`src/rtl/stepper_phase_decoder_if.sv`:
```
// Signal bundle for the motorpin observer: pattern and error clear in, decoded motion and fault status out.
// Defining STEP_DECODER_LIMIT_EN adds the err_limit status signal.
interface stepper_phase_decoder_if #(
  parameter int POS_W   = 24,
  parameter int FLOOR_W = 2
);
  logic [3:0]         coil;
  logic               clr_err;
  logic               step_pulse;
  logic               dir;
  logic [POS_W-1:0]   position;
  logic [FLOOR_W-1:0] floor;
  logic               at_floor;
  logic               moving;
  logic               locked;
  logic               err_skip;
  logic               err_invalid;
  logic [7:0]         err_count;
`ifdef STEP_DECODER_LIMIT_EN
  logic               err_limit;

  modport master (
    output coil, clr_err,
    input  step_pulse, dir, position, floor, at_floor, moving, locked,
           err_skip, err_invalid, err_count, err_limit
  );
  modport slave (
    input  coil, clr_err,
    output step_pulse, dir, position, floor, at_floor, moving, locked,
           err_skip, err_invalid, err_count, err_limit
  );
`else
  modport master (
    output coil, clr_err,
    input  step_pulse, dir, position, floor, at_floor, moving, locked,
           err_skip, err_invalid, err_count
  );
  modport slave (
    input  coil, clr_err,
    output step_pulse, dir, position, floor, at_floor, moving, locked,
           err_skip, err_invalid, err_count
  );
`endif
endinterface

```
`src/rtl/stepper_phase_decoder.sv`:
```
// Half-step coil pattern decoder: reconstructs steps, direction, position and floor, and flags drive faults.
// Optional range check on position enabled by defining STEP_DECODER_LIMIT_EN.
module stepper_phase_decoder #(
  parameter int STEPS_PER_FLOOR = 11719,
  parameter int NUM_FLOORS      = 3,
  parameter int POS_W           = 24,
  parameter int FLOOR_W         = 2,
  parameter int GLITCH_CYCLES   = 4,
  parameter int STALL_CYCLES    = 1000000
) (
  input  logic                    clk,
  input  logic                    reset_p,
  stepper_phase_decoder_if.slave  bus
);

  localparam int SUB_W = (STEPS_PER_FLOOR > 1) ? $clog2(STEPS_PER_FLOOR) : 1;
  localparam int GC_W  = $clog2(GLITCH_CYCLES + 1);
  localparam int ST_W  = $clog2(STALL_CYCLES + 1);
  localparam logic [SUB_W-1:0] SUB_MAX = SUB_W'(STEPS_PER_FLOOR - 1);

  if (GLITCH_CYCLES < 1 || NUM_FLOORS < 1) begin : g_bad_param
    $error("stepper_phase_decoder: GLITCH_CYCLES and NUM_FLOORS must be at least 1");
  end

  typedef enum logic {UNLOCKED, LOCKED} state_t;

  state_t              state_q, state_d;
  logic [3:0]          sync1, sync2, stab_val, acc_val;
  logic [GC_W-1:0]     stab_cnt;
  logic                acc;
  logic [2:0]          new_idx, last_idx, delta;
  logic                pat_valid, pat_zero;
  logic                step_up, step_dn, skip_ev, inv_ev, limit_ev, load_idx, err_ev;
  logic                step_pulse_q, dir_q, moving_q;
  logic signed [POS_W-1:0] pos_q, pos_nxt;
  logic [SUB_W-1:0]    sub_q;
  logic [FLOOR_W-1:0]  floor_q;
  logic [ST_W-1:0]     stall_q;
  logic                err_skip_q, err_invalid_q;
  logic [7:0]          err_count_q;

  // Sync, then accept a pattern exactly once, on the edge its stable run reaches GLITCH_CYCLES.
  always_ff @(posedge clk or posedge reset_p) begin
    if (reset_p) begin
      sync1    <= '0;
      sync2    <= '0;
      stab_val <= '0;
      stab_cnt <= '0;
      acc      <= 1'b0;
      acc_val  <= '0;
    end else begin
      sync1 <= bus.coil;
      sync2 <= sync1;
      acc   <= 1'b0;
      if (sync2 != stab_val) begin
        stab_val <= sync2;
        stab_cnt <= GC_W'(1);
        if (GLITCH_CYCLES == 1) begin
          acc     <= 1'b1;
          acc_val <= sync2;
        end
      end else if (stab_cnt < GC_W'(GLITCH_CYCLES)) begin
        stab_cnt <= stab_cnt + GC_W'(1);
        if (stab_cnt == GC_W'(GLITCH_CYCLES - 1)) begin
          acc     <= 1'b1;
          acc_val <= sync2;
        end
      end
    end
  end

  always_comb begin
    new_idx   = '0;
    pat_valid = 1'b1;
    pat_zero  = 1'b0;
    case (acc_val)
      4'b1000: new_idx = 3'd0;
      4'b1100: new_idx = 3'd1;
      4'b0100: new_idx = 3'd2;
      4'b0110: new_idx = 3'd3;
      4'b0010: new_idx = 3'd4;
      4'b0011: new_idx = 3'd5;
      4'b0001: new_idx = 3'd6;
      4'b1001: new_idx = 3'd7;
      4'b0000: begin
        pat_valid = 1'b0;
        pat_zero  = 1'b1;
      end
      default: pat_valid = 1'b0;
    endcase
  end

  assign delta = new_idx - last_idx;

  always_ff @(posedge clk or posedge reset_p) begin
    if (reset_p) state_q <= UNLOCKED;
    else         state_q <= state_d;
  end

  always_comb begin
    state_d = state_q;
    if (acc && !pat_zero) state_d = pat_valid ? LOCKED : UNLOCKED;
  end

  always_comb begin
    step_up  = 1'b0;
    step_dn  = 1'b0;
    skip_ev  = 1'b0;
    inv_ev   = 1'b0;
    load_idx = 1'b0;
    if (acc && !pat_zero) begin
      if (!pat_valid) begin
        inv_ev = 1'b1;
      end else begin
        load_idx = 1'b1;
        if (state_q == LOCKED) begin
          case (delta)
            3'd0:    ;
            3'd1:    step_up = 1'b1;
            3'd7:    step_dn = 1'b1;
            default: skip_ev = 1'b1;
          endcase
        end
      end
    end
  end

  assign pos_nxt = step_up ? pos_q + POS_W'(1) : pos_q - POS_W'(1);

`ifdef STEP_DECODER_LIMIT_EN
  localparam logic signed [POS_W-1:0] MAX_POS = POS_W'((NUM_FLOORS - 1) * STEPS_PER_FLOOR);
  logic err_limit_q;

  assign limit_ev = (step_up || step_dn) && (pos_nxt[POS_W-1] || (pos_nxt > MAX_POS));

  always_ff @(posedge clk or posedge reset_p) begin
    if (reset_p) err_limit_q <= 1'b0;
    else         err_limit_q <= limit_ev | (err_limit_q & ~bus.clr_err);
  end

  assign bus.err_limit = err_limit_q;
`else
  assign limit_ev = 1'b0;
`endif

  assign err_ev = skip_ev | inv_ev | limit_ev;

  always_ff @(posedge clk or posedge reset_p) begin
    if (reset_p) begin
      step_pulse_q  <= 1'b0;
      dir_q         <= 1'b0;
      pos_q         <= '0;
      sub_q         <= '0;
      floor_q       <= '0;
      last_idx      <= '0;
      moving_q      <= 1'b0;
      stall_q       <= '0;
      err_skip_q    <= 1'b0;
      err_invalid_q <= 1'b0;
      err_count_q   <= '0;
    end else begin
      step_pulse_q <= step_up | step_dn;
      if (load_idx) last_idx <= new_idx;
      if (step_up || step_dn) begin
        dir_q    <= step_dn;
        pos_q    <= pos_nxt;
        moving_q <= 1'b1;
        stall_q  <= '0;
        if (step_up) begin
          if (sub_q == SUB_MAX) begin
            sub_q   <= '0;
            floor_q <= floor_q + FLOOR_W'(1);
          end else begin
            sub_q <= sub_q + SUB_W'(1);
          end
        end else if (sub_q == '0) begin
          sub_q   <= SUB_MAX;
          floor_q <= floor_q - FLOOR_W'(1);
        end else begin
          sub_q <= sub_q - SUB_W'(1);
        end
      end else if (moving_q) begin
        // moving drops on the edge the idle count reaches STALL_CYCLES
        if (stall_q == ST_W'(STALL_CYCLES - 1)) moving_q <= 1'b0;
        stall_q <= stall_q + ST_W'(1);
      end
      err_skip_q    <= skip_ev | (err_skip_q & ~bus.clr_err);
      err_invalid_q <= inv_ev | (err_invalid_q & ~bus.clr_err);
      if (err_ev) begin
        if (bus.clr_err)               err_count_q <= 8'd1;
        else if (err_count_q != '1)    err_count_q <= err_count_q + 8'd1;
      end else if (bus.clr_err) begin
        err_count_q <= '0;
      end
    end
  end

  assign bus.step_pulse  = step_pulse_q;
  assign bus.dir         = dir_q;
  assign bus.position    = pos_q;
  assign bus.floor       = floor_q;
  assign bus.at_floor    = (sub_q == '0);
  assign bus.moving      = moving_q;
  assign bus.locked      = (state_q == LOCKED);
  assign bus.err_skip    = err_skip_q;
  assign bus.err_invalid = err_invalid_q;
  assign bus.err_count   = err_count_q;

endmodule

```
`src/flat_wrapper.sv`:
```
// flat-port wrapper written by rule: the top's interface ports become plain ports
module stepper_phase_decoder_flat 
#(
  parameter int STEPS_PER_FLOOR = 11719,
  parameter int NUM_FLOORS      = 3,
  parameter int POS_W           = 24,
  parameter int FLOOR_W         = 2,
  parameter int GLITCH_CYCLES   = 4,
  parameter int STALL_CYCLES    = 1000000
)
  (clk, reset_p, bus_coil, bus_clr_err, bus_step_pulse, bus_dir, bus_position, bus_floor, bus_at_floor, bus_moving, bus_locked, bus_err_skip, bus_err_invalid, bus_err_count);
  stepper_phase_decoder_if #(.POS_W(POS_W), .FLOOR_W(FLOOR_W)) bus_i ();
  input  logic clk;
  input  logic reset_p;
  input wire logic [$bits(bus_i.coil)-1:0] bus_coil;
  input wire logic [$bits(bus_i.clr_err)-1:0] bus_clr_err;
  output wire logic [$bits(bus_i.step_pulse)-1:0] bus_step_pulse;
  output wire logic [$bits(bus_i.dir)-1:0] bus_dir;
  output wire logic [$bits(bus_i.position)-1:0] bus_position;
  output wire logic [$bits(bus_i.floor)-1:0] bus_floor;
  output wire logic [$bits(bus_i.at_floor)-1:0] bus_at_floor;
  output wire logic [$bits(bus_i.moving)-1:0] bus_moving;
  output wire logic [$bits(bus_i.locked)-1:0] bus_locked;
  output wire logic [$bits(bus_i.err_skip)-1:0] bus_err_skip;
  output wire logic [$bits(bus_i.err_invalid)-1:0] bus_err_invalid;
  output wire logic [$bits(bus_i.err_count)-1:0] bus_err_count;
  assign bus_i.coil = bus_coil;
  assign bus_i.clr_err = bus_clr_err;
  assign bus_step_pulse = bus_i.step_pulse;
  assign bus_dir = bus_i.dir;
  assign bus_position = bus_i.position;
  assign bus_floor = bus_i.floor;
  assign bus_at_floor = bus_i.at_floor;
  assign bus_moving = bus_i.moving;
  assign bus_locked = bus_i.locked;
  assign bus_err_skip = bus_i.err_skip;
  assign bus_err_invalid = bus_i.err_invalid;
  assign bus_err_count = bus_i.err_count;
  stepper_phase_decoder #(.STEPS_PER_FLOOR(STEPS_PER_FLOOR), .NUM_FLOORS(NUM_FLOORS), .POS_W(POS_W), .FLOOR_W(FLOOR_W), .GLITCH_CYCLES(GLITCH_CYCLES), .STALL_CYCLES(STALL_CYCLES)) u_core (.clk(clk), .reset_p(reset_p), .bus(bus_i));
endmodule
```
`config.mk`:
```
export PLATFORM = sky130hd
export DESIGN_NAME = stepper_phase_decoder_flat
export DESIGN_NICKNAME = d
export VERILOG_FILES = /design/src/rtl/stepper_phase_decoder_if.sv /design/src/rtl/stepper_phase_decoder.sv /design/src/flat_wrapper.sv
export SDC_FILE = /design/constraint.sdc
export NUM_CORES = 1
export LEC_CHECK = 0
export BUFFER_PORTS_ARGS = -buffer_cell sky130_fd_sc_hd__buf_2
export CORE_MARGIN = 2
export CORE_UTILIZATION = 55
export DETAILED_ROUTE_END_ITERATION = 7
export GPL_TIMING_DRIVEN = 0
export PLACE_DENSITY = 0.78
export SLEW_MARGIN = 20
export SYNTH_ARGS = -nofsm -noshare
export SYNTH_HDL_FRONTEND = slang
export SYNTH_SLANG_ARGS = --single-unit
```
`constraint.sdc`:
```
create_clock -name clk -period 4.5 [get_ports clk]
set_input_delay 0.9 -clock clk [delete_from_list [all_inputs] [get_ports clk]]
set_output_delay 0.9 -clock clk [all_outputs]
set_load 0.01 [all_outputs]
```
==> results.py <==
metrics = {
    "worst_setup_path": {
        "crit_path_start": "u_core.acc_val[0]",
        "crit_end": "u_core.bus.position[18]",
        "critical_path_class": "reg -> reg",
        "crit_required_ps": 4800,
        "cp_max_fo": 8,
        "cp-end-kind": "flop",
        "cp.arrival_ps": 4840,
        "start_kind": "flop",
        "r2r_cells": 19,
        "reg2reg_to": "u_core.bus.position[18]",
        "r2r-start": "u_core.acc_val[0]",
        "rrSetupSlack_ps": -40,
    },
    "synth": {
        "synth_seq_cells": 97,
        "syn_avg_cell_area_sq_um": 9.19,
        "ys_async_sr_fraction": 1.00,
        "syn_inst": 646,
        "synth_nets": 685,
        "synth_ff_type": "dfrtp_1",
        "yosysSeqAreaShare": 0.409,
        "synth_cell_types": 75,
        "synth_edf_count": 0,
        "ys.warnings.count": 0,
        "netlist_area_sq_um": 5940,
    },
    "cells_and_area": {
        "seqCellArea_sq_um": 2430,
        "final_area_sq_um": 7060,
        "most-common-layout-cells": "dfrtp_1, nand2_1, nor2_1, buf_2, o21ai_0",
        "final_common_cell": "dfrtp_1",
        "syn_to_final_growth_pct": 18.8,
        "multi_input_area_sq_um": 3580,
        "drive_gt1_frac": 0.215,
        "final_util": 0.677,
        "nNetsFinal": 763,
        "antenna_cells": 0,
        "n_fill_cell": 784,
    },
    "sta": {
        "fmax_mhz": 220,
        "worst_slack_ps": -41.7,
        "maxSlewViolCount": 0,
        "rsz0062_at_grt": "true",
        "setup_viol": 2,
        "maxSlewHeadroom": 0.622,
        "clock-skew-final_ps": 8.55,
        "post-route-period-util": 1.01,
        "finalHoldViolCount": 0,
        "tightest_slew_ps": 562,
        "finalCriticalPeriod_ps": 4540,
    },
    "floorplanning": {
        "dieWidth_um": 108,
        "die-area_sq_um": 11600,
        "chipHeight_um": 108,
        "core_sq_um": 10400,
        "rows": 37,
        "initial_core_util": 0.570,
        "io_pins": 48,
    },
    "clocking": {
        "cts_max_path_buffers": 2,
        "cts_root_buf": "clkbuf_8",
        "cts_inserted_buffers": 9,
        "cts_tree": "done",
        "worstSkewPairLatency_ps": 380,
        "htreeDepth": 3,
        "cts.sinks": 97,
        "clk_pin_slew_ps": 100,
        "cts_hold_buf": 0,
    },
    "routing": {
        "ant_nets": 0,
        "wirelength_um": 14000,
        "vias_per_cell": 5.96,
        "vias": 5157,
        "drtIter0Drc": 428,
        "wl_per_cell_um": 16.2,
        "drc": 0,
        "dr.pass1.iters": 5,
    },
    "global_route": {
        "grt_pass1_wl_um": 22400,
        "grt_max_degree": 82,
        "overflow": 0,
        "grt.total_usage": 0.241,
        "antenna_found_initial": 0,
        "grt_pass1_vias": 4868,
    },
    "placement": {
        "dpl_cell_area_sq_um": 6380,
        "dp_hpwl_um": 8860,
        "place_congestion": 0.871,
        "io_buffers": 47,
    },
    "outcome": {
        "violations": "setup timing",
        "run_status": "complete, but fails checks",
    },
    "run": {
        "max_cap_viol_count": 0,
    },
    "power_and_ir_drop": {
        "power.density_nw_per_um2": 233,
        "peakVddDrop_uv": 160,
        "leakagePower_nw": 3.38,
    },
    "hold_path": {
        "hp-class": "reg -> reg",
        "whs_path_depth": 0,
    },
}
## metrics by stage
stage	hold WS, ps	worst slack (ps)	cells	setup TNS (ps)	power (mW)
6_report	360	-41.7	865	-64.5	1.64
5_1_grt	369	-186	865	-1440	1.70
4_1_cts	358	5.33	854	0	1.62
3_5_place_dp	339	-780	830	-7000	1.04
3_3_place_gp	334	-663	829	-8670	1.03
2_1_floorplan	331	5.42	646	0	1.01
## registers in the layout, summed over array words and instances (netlist names)
name / count
u_core.bus.dir: 1
u_core.acc_val: 4
u_core.bus.err_invalid: 1
u_core.bus.err_skip: 1
u_core.stall_q: 20
u_core.sync2: 4
u_core.stab_val: 4
u_core.bus.floor: 2
u_core.acc: 1
u_core.bus.position: 24
u_core.last_idx: 3
u_core.bus.err_count: 8
u_core.stab_cnt: 3
u_core.bus.locked: 1
u_core.bus.moving: 1
u_core.sync1: 4
u_core.sub_q: 14
u_core.bus.step_pulse: 1
## per-layer routing
metal / global-route usage / part of all wire
met5: 0 / 0
met4: 0.0925 / 0.014
met3: 0.0406 / 0.047
met2: 0.396 / 0.49
met1: 0.319 / 0.45
## critical path, cell delays in order (launching register included)
cell and delay (ps):
dfrtp_1 460, buf_6 170, and2_4 130, or4_4 540, ha_4 180, fa_2 430
xor2_2 200, nand4_1 200, a21boi_4 200, buf_12 170, clkinv_8 90, fa_2 410
a21oi_4 160, o21a_1 170, o21ai_2 80, a211oi_2 180, buf_4 190, o21ai_4 70
o211a_1 210, o31ai_1 210
## what timing repair did
action                                  in CTS  in global routing
endpoints found under the hold margin        0                  0
buffers inserted                             6                 11
endpoints found under the setup margin      16                 14
pin swaps                                    7                 24
gates cloned                                 2                  0
gates resized for setup                     23                 49
## area by class of cell
type / instances / share of cell area
multi-input cells: 496 / 0.508
flip-flops and latches: 97 / 0.344
repair buffers: 65 / 0.0571
well taps: 136 / 0.0241
plain buffers: 32 / 0.0220
clock buffers: 12 / 0.0206
inverters: 21 / 0.0137
clock inverters: 4 / 0.00745
repair inverters: 2 / 0.00319
## power breakdown
part,internal (mW),total (mW),switching [mW]
sequential,0.883,0.892,0.00929
clock,0.274,0.588,0.314
combinational,0.0657,0.160,0.0948
## how the worst min path moves through the flow
stage / slack [ps] / start / end
5_1_grt: 370 / u_core.sync1[3] / u_core.sync2[3]
3_3_place_gp: 330 / u_core.sync1[1] / u_core.sync2[1]
4_1_cts: 360 / u_core.sync1[3] / u_core.sync2[3]
6_report: 360 / u_core.sync1[3] / u_core.sync2[3]
2_1_floorplan: 330 / u_core.sync1[0] / u_core.sync2[0]
3_5_place_dp: 340 / u_core.sync1[2] / u_core.sync2[2]
## cells in the mapped netlist, types with 3 or more instances
master	n	area share
and2_1	3	0.0032
xor2_1	29	0.043
or2_2	3	0.0032
nand3_1	24	0.020
a31oi_1	15	0.016
nand4_1	14	0.015
o21ai_1	9	0.0076
nor3_1	10	0.0084
o22ai_1	3	0.0032
buf_6	3	0.0057
or3_1	6	0.0063
nor3_2	3	0.0051
nand3b_1	3	0.0038
o21a_1	3	0.0038
inv_1	19	0.012
xnor2_1	29	0.043
and3_1	17	0.018
o21ai_0	53	0.045
a21o_1	10	0.013
mux2i_1	3	0.0051
a22oi_1	3	0.0038
ha_1	30	0.063
o31a_1	3	0.0044
nor4_1	6	0.0063
a221oi_1	4	0.0059
a211oi_1	4	0.0051
nor2_1	54	0.034
buf_2	3	0.0025
dfrtp_1	97	0.41
a21oi_1	34	0.029
o21bai_1	5	0.0063
nand2_1	67	0.042
clkbuf_1	24	0.015
## kinds of logic (layout without fill, tap and decap cells)
group                    count (synthesis)  after routing  synth area share
XOR/XNOR                                58             58            0.0856
AND/OR/NAND/NOR                        227            227             0.195
buffers and inverters                   53            136            0.0386
adder cells (fa/ha/maj)                 32             32            0.0700
flip-flops                              97             97             0.409
multiplexers                             5              5           0.00885
AO/OA/AOI/OAI                          174            174             0.193
No activity file was read; power rests on OpenSTA's default activity.
